==> config.mk <==
export PLATFORM = sky130hd
export DESIGN_NAME = axil_rr_arbiter
export DESIGN_NICKNAME = d
export VERILOG_FILES = /design/src/rtl/axil_arb_pkg.sv /design/src/rtl/axil_rr_arbiter_rr_grant.sv /design/src/rtl/axil_rr_arbiter.sv
export SDC_FILE = /design/constraint.sdc
export NUM_CORES = 1
export LEC_CHECK = 0
export CORE_AREA = 2 2 223 225
export CTS_BUF_LIST = sky130_fd_sc_hd__clkbuf_8
export CTS_CLUSTER_DIAMETER = 120
export DETAILED_ROUTE_END_ITERATION = 8
export DIE_AREA = 0 0 225 227
export PLACE_DENSITY_LB_ADDON = 0.2
export SYNTH_ARGS = -nofsm -noshare
export SYNTH_HDL_FRONTEND = slang
export SYNTH_SLANG_ARGS = --single-unit
export TNS_END_PERCENT = 30
==> constraint.sdc <==
create_clock -name clk -period 1.8 [get_ports clk]
set_input_delay 0.36 -clock clk [delete_from_list [all_inputs] [get_ports clk]]
set_output_delay 0.36 -clock clk [all_outputs]
set_load 0.05 [all_outputs]
==> src/rtl/axil_arb_pkg.sv <==
// Shared types and constants for the two-requester AXI-lite round-robin arbiter.
// Holds the FSM state encoding, default bus widths and AXI response codes.
package axil_arb_pkg;

    localparam int DEFAULT_ADDR_WIDTH = 32;
    localparam int DEFAULT_DATA_WIDTH = 64;

    localparam logic [1:0] RESP_OKAY   = 2'b00;
    localparam logic [1:0] RESP_EXOKAY = 2'b01;
    localparam logic [1:0] RESP_SLVERR = 2'b10;
    localparam logic [1:0] RESP_DECERR = 2'b11;

    typedef enum logic [2:0] {
        ST_IDLE = 3'd0,
        ST_AR   = 3'd1,
        ST_R    = 3'd2,
        ST_AW_W = 3'd3,
        ST_B    = 3'd4
    } arb_state_e;

endpackage

==> src/rtl/axil_rr_arbiter_rr_grant.sv <==
// Two-way round-robin picker: the requester that did not win last time has
// priority, falling back to the previous winner when it is the only one asking.
module rr_grant (
    input  logic [1:0] eligible,
    input  logic       last_grant,
    output logic       grant,
    output logic       grant_valid
);

    logic other;

    always_comb begin
        other       = ~last_grant;
        grant       = last_grant;
        grant_valid = |eligible;
        if (eligible[other]) begin
            grant = other;
        end
    end

endmodule

==> src/rtl/axil_rr_arbiter.sv <==
// Arbitrates two AXI-lite requesters onto one downstream AXI-lite master port,
// one transaction at a time, alternating grants and preferring writes.
module axil_rr_arbiter
    import axil_arb_pkg::*;
#(
    parameter int ADDR_WIDTH = DEFAULT_ADDR_WIDTH,
    parameter int DATA_WIDTH = DEFAULT_DATA_WIDTH
) (
    input  logic                                 clk,
    input  logic                                 rst,

    input  logic [1:0]                           s_arvalid,
    output logic [1:0]                           s_arready,
    input  logic [1:0][ADDR_WIDTH-1:0]           s_araddr,
    output logic [1:0]                           s_rvalid,
    input  logic [1:0]                           s_rready,
    output logic [DATA_WIDTH-1:0]                s_rdata,
    output logic [1:0]                           s_rresp,

    input  logic [1:0]                           s_awvalid,
    output logic [1:0]                           s_awready,
    input  logic [1:0][ADDR_WIDTH-1:0]           s_awaddr,
    input  logic [1:0]                           s_wvalid,
    output logic [1:0]                           s_wready,
    input  logic [1:0][DATA_WIDTH-1:0]           s_wdata,
    input  logic [1:0][DATA_WIDTH/8-1:0]         s_wstrb,
    output logic [1:0]                           s_bvalid,
    input  logic [1:0]                           s_bready,
    output logic [1:0]                           s_bresp,

    output logic                                 m_axil_arvalid,
    input  logic                                 m_axil_arready,
    output logic [ADDR_WIDTH-1:0]                m_axil_araddr,
    input  logic                                 m_axil_rvalid,
    output logic                                 m_axil_rready,
    input  logic [DATA_WIDTH-1:0]                m_axil_rdata,
    input  logic [1:0]                           m_axil_rresp,

    output logic                                 m_axil_awvalid,
    input  logic                                 m_axil_awready,
    output logic [ADDR_WIDTH-1:0]                m_axil_awaddr,
    output logic                                 m_axil_wvalid,
    input  logic                                 m_axil_wready,
    output logic [DATA_WIDTH-1:0]                m_axil_wdata,
    output logic [DATA_WIDTH/8-1:0]              m_axil_wstrb,
    input  logic                                 m_axil_bvalid,
    output logic                                 m_axil_bready,
    input  logic [1:0]                           m_axil_bresp
);

    arb_state_e state_q, state_d;
    logic       grant_q, grant_d;
    logic       last_grant_q, last_grant_d;
    logic       aw_done_q, aw_done_d;
    logic       w_done_q, w_done_d;

    logic [1:0] write_elig;
    logic [1:0] eligible;
    logic       pick;
    logic       pick_valid;

    assign write_elig = s_awvalid & s_wvalid;
    assign eligible   = s_arvalid | write_elig;

    rr_grant u_rr_grant (
        .eligible    (eligible),
        .last_grant  (last_grant_q),
        .grant       (pick),
        .grant_valid (pick_valid)
    );

    // Payloads follow the registered grant; only the handshakes are gated by state.
    assign m_axil_araddr = s_araddr[grant_q];
    assign m_axil_awaddr = s_awaddr[grant_q];
    assign m_axil_wdata  = s_wdata[grant_q];
    assign m_axil_wstrb  = s_wstrb[grant_q];
    assign s_rdata       = m_axil_rdata;
    assign s_rresp       = m_axil_rresp;
    assign s_bresp       = m_axil_bresp;

    always_comb begin
        state_d        = state_q;
        grant_d        = grant_q;
        last_grant_d   = last_grant_q;
        aw_done_d      = aw_done_q;
        w_done_d       = w_done_q;
        s_arready      = 2'b00;
        s_rvalid       = 2'b00;
        s_awready      = 2'b00;
        s_wready       = 2'b00;
        s_bvalid       = 2'b00;
        m_axil_arvalid = 1'b0;
        m_axil_rready  = 1'b0;
        m_axil_awvalid = 1'b0;
        m_axil_wvalid  = 1'b0;
        m_axil_bready  = 1'b0;

        case (state_q)
            ST_IDLE: begin
                if (pick_valid) begin
                    grant_d = pick;
                    state_d = write_elig[pick] ? ST_AW_W : ST_AR;
                end
            end
            ST_AR: begin
                m_axil_arvalid     = 1'b1;
                s_arready[grant_q] = m_axil_arready;
                if (m_axil_arready) begin
                    state_d = ST_R;
                end
            end
            ST_R: begin
                s_rvalid[grant_q] = m_axil_rvalid;
                m_axil_rready     = s_rready[grant_q];
                if (m_axil_rvalid && s_rready[grant_q]) begin
                    state_d      = ST_IDLE;
                    last_grant_d = grant_q;
                end
            end
            ST_AW_W: begin
                // Each channel stops driving once its own handshake has happened.
                m_axil_awvalid     = ~aw_done_q;
                s_awready[grant_q] = m_axil_awready & ~aw_done_q;
                m_axil_wvalid      = ~w_done_q;
                s_wready[grant_q]  = m_axil_wready & ~w_done_q;
                aw_done_d          = aw_done_q | m_axil_awready;
                w_done_d           = w_done_q | m_axil_wready;
                if (aw_done_d && w_done_d) begin
                    state_d   = ST_B;
                    aw_done_d = 1'b0;
                    w_done_d  = 1'b0;
                end
            end
            ST_B: begin
                s_bvalid[grant_q] = m_axil_bvalid;
                m_axil_bready     = s_bready[grant_q];
                if (m_axil_bvalid && s_bready[grant_q]) begin
                    state_d      = ST_IDLE;
                    last_grant_d = grant_q;
                end
            end
            default: begin
                state_d = ST_IDLE;
            end
        endcase
    end

    // last_grant resets to 1 so requester 0 wins the first contended round.
    always_ff @(posedge clk or negedge rst) begin
        if (!rst) begin
            state_q      <= ST_IDLE;
            grant_q      <= 1'b0;
            last_grant_q <= 1'b1;
            aw_done_q    <= 1'b0;
            w_done_q     <= 1'b0;
        end else begin
            state_q      <= state_d;
            grant_q      <= grant_d;
            last_grant_q <= last_grant_d;
            aw_done_q    <= aw_done_d;
            w_done_q     <= w_done_d;
        end
    end

endmodule

==> out/results.ini <==
[status]
run_status=complete, but fails checks
violations=negative setup slack

[timing]
fin_crit_ns=1.94
hold_viol=0
slew-limit-headroom_pct=73.3
grt_setup_unrepaired=true
setup_slack_ns=-0.138
setup_violations=138
finalMaxSlewViolations=0
fin_hold_ws_ns=0.425
period_share_pct=108
worst_slew_pin_slew_ns=0.399
fin_skew_ns=0.00413
fin_setup_tns_ns=-11.72
fmax_ghz=0.516

[critical_path]
crit_path_top_delay_cell=dfrtp_4
slowest_delay_ns=0.44
critPathMostFrequentCell=buf_12
crit_chain=buf_12 > buf_12 > mux2_2 > buf_6
arrival_ns=1.58
path_max_fanout=15
critPathLaunchType=flop
path_class=reg -> out
worstPathRequired_ns=1.44
cp-end-kind=output pin

[yosys]
synth_area_leaders=mux2_2, buf_4, dfrtp_1, nor2_1, and3_1
ys_seq_elements=7
synth.avg_cell_area_um2=9.10
mappedNetlistNets=649
ys_async_sr_fraction_pct=100
synth_edf_count=0
synth_seq_area_share_pct=6.64
yosysUniqueCellTypes=25
synth_area_mm2=0.00266
yosysTopAreaCell=mux2_2
synthFlopType=dfrtp_1
yosysTopAreaCellShare_pct=58.1
synthCells=292
yosys_warnings=0

[global_route]
grt_pass1_wl_um=26800
grt_max_degree=22
antenna_found_initial=7
grt_usage_pct=7.15
grt_pass1_vias=3977
grt-ovfl-total=0

[detailed_routing]
via_count=3788
drt_iter0_drc=49
wl_per_cell_um=15.8
ant_nets=0
wl_um=20800
viasPerCell=2.87
first_pass_iters=4
drc=0

[die]
initial_core_util_pct=5.47
num_io_pins=576
dieHeight_um=227
dieArea_mm2=0.0511
die_x_um=225
core_area_mm2=0.0485
num_rows=81

[cells_and_area]
nFillCells=5420
area_growth_syn_to_layout_pct=202
final_core_util_pct=16.5
fin_area_mm2=0.00803
drive_above_1_share_pct=52.2
fin_nets=1053
layout.cells.non_filler=1318

[placement]
placed_area_mm2=0.00740
dp_worst_setup_slack_ns=-0.254
io_buffers=439
gp_congestion=0.701
dpl.cell_count=1308
dp_hpwl_um=19000

[job]
maxCapViolations=0

[worst_hold_path]
hp-class=in -> async

[cts]
insertion_delay_ns=0.23
cts-root-buf=clkbuf_8
clk_pin_slew_worst_paths_ns=0.05
clk_path_buf_depth=2
cts_buffers=3
cts_tree=built
clock_sinks=7
htree_num_levels=1

[pwr]
p_total_mw=10.9
power.density_mw_per_mm2=1360
p_leak_nw=3.16
peakVddDrop_uv=448

## worst max-delay path, delay by kind of cell (launching register included)
family                 cells  cell delay, ns
DFF                        1            0.44
muxes                      1            0.37
buffers and inverters      3            0.50
## worst paths after layout
check                                            to             startpoint  cells after the start  slack [ns]
max in group asynchronous  last_grant_q$_DFFE_PN1P_                    rst                      1        1.05
hold / removal               state_q[0]$_DFFE_PN0P_                    rst                      1        0.42
setup reg to reg             state_q[1]$_DFFE_PN0P_    grant_q$_DFFE_PN0P_                      6       -0.12
min in group clk             state_q[2]$_DFFE_PN0P_          m_axil_bvalid                      4        0.60
setup / recovery                  m_axil_awaddr[22]    grant_q$_DFFE_PN0P_                      4       -0.14
hold reg to reg               aw_done_q$_DFFE_PN0P_  aw_done_q$_DFFE_PN0P_                      2        0.60
## synth_stat cells, types with 2 or more instances
library cell	count
o21ai_0	2
buf_2	8
mux2_2	137
clkbuf_1	9
nor3_1	3
dfrtp_1	6
nand2b_1	3
mux2i_1	3
nor2b_1	3
nor2_1	18
a21oi_1	5
nand3_1	3
buf_4	69
and3_1	8
nand2_1	5
## where the power goes
group / leakage (nW) / switching, mW / internal, mW / total (mW)
sequential: 0.0835 / 0.104 / 0.254 / 0.358
combinational: 3.04 / 5.75 / 4.60 / 10.4
clock: 0.0269 / 0.0771 / 0.148 / 0.225
## layout by cell type, fill, tap and decap left out, types with 2 or more instances in the layout
master	count
nand2_1	4
inv_1	2
clkdlybuf4s50_1	287
nor2_1	12
nand2b_1	2
nand3_1	2
a21oi_1	5
buf_6	114
dfrtp_1	5
nor2_4	4
o21ai_0	2
buf_12	14
nor2b_4	2
mux2_2	134
buf_8	2
nor2_2	2
buf_4	65
clkbuf_8	3
and3_4	3
mux2_4	3
and3_2	5
mux2i_1	2
## state kept, by name, indices dropped and copies added (netlist names)
signal and flops:
aw_done_q 1, grant_q 1, last_grant_q 1, state_q 3, w_done_q 1
## per-layer routing
metal / up-vias / GRT usage [%] / wire length [um]
li1: 1775 / - / -
met1: 1697 / 7.32 / 7090
met2: 282 / 14.3 / 11500
met4: 0 / 0.855 / 226
met3: 34 / 2.41 / 2000
met5: - / 0 / 0
## what timing repair did
item	4_1_cts	5_1_grt
gates cloned	0	1
hold buffers	0	0
setup endpoints to repair	148	150
pin swaps	2	0
gates resized for setup	99	40
buffers inserted	4	0
## area by class of cell
type	count	area [um^2]	share of cell area, %
clock inverters	1	3.75	0.0467
repair buffers	485	5020	62.5
inverters	1	3.75	0.0467
multi-input cells	198	2000	24.9
diodes	1	2.50	0.0312
well taps	622	778	9.69
clock buffers	3	41.3	0.514
flip-flops and latches	7	180	2.24
## cell families after synthesis
| logic type | count (synthesis) | share of synthesized area [%] |
|---|---|---|
| buffers and inverters | 87 | 22.4 |
| multiplexers | 141 | 59.6 |
| flip-flops | 7 | 6.64 |
| AO/OA/AOI/OAI | 11 | 2.83 |
| AND/OR/NAND/NOR | 45 | 8.15 |
| XOR/XNOR | 1 | 0.330 |
No activity file was read; power rests on OpenSTA's default activity.
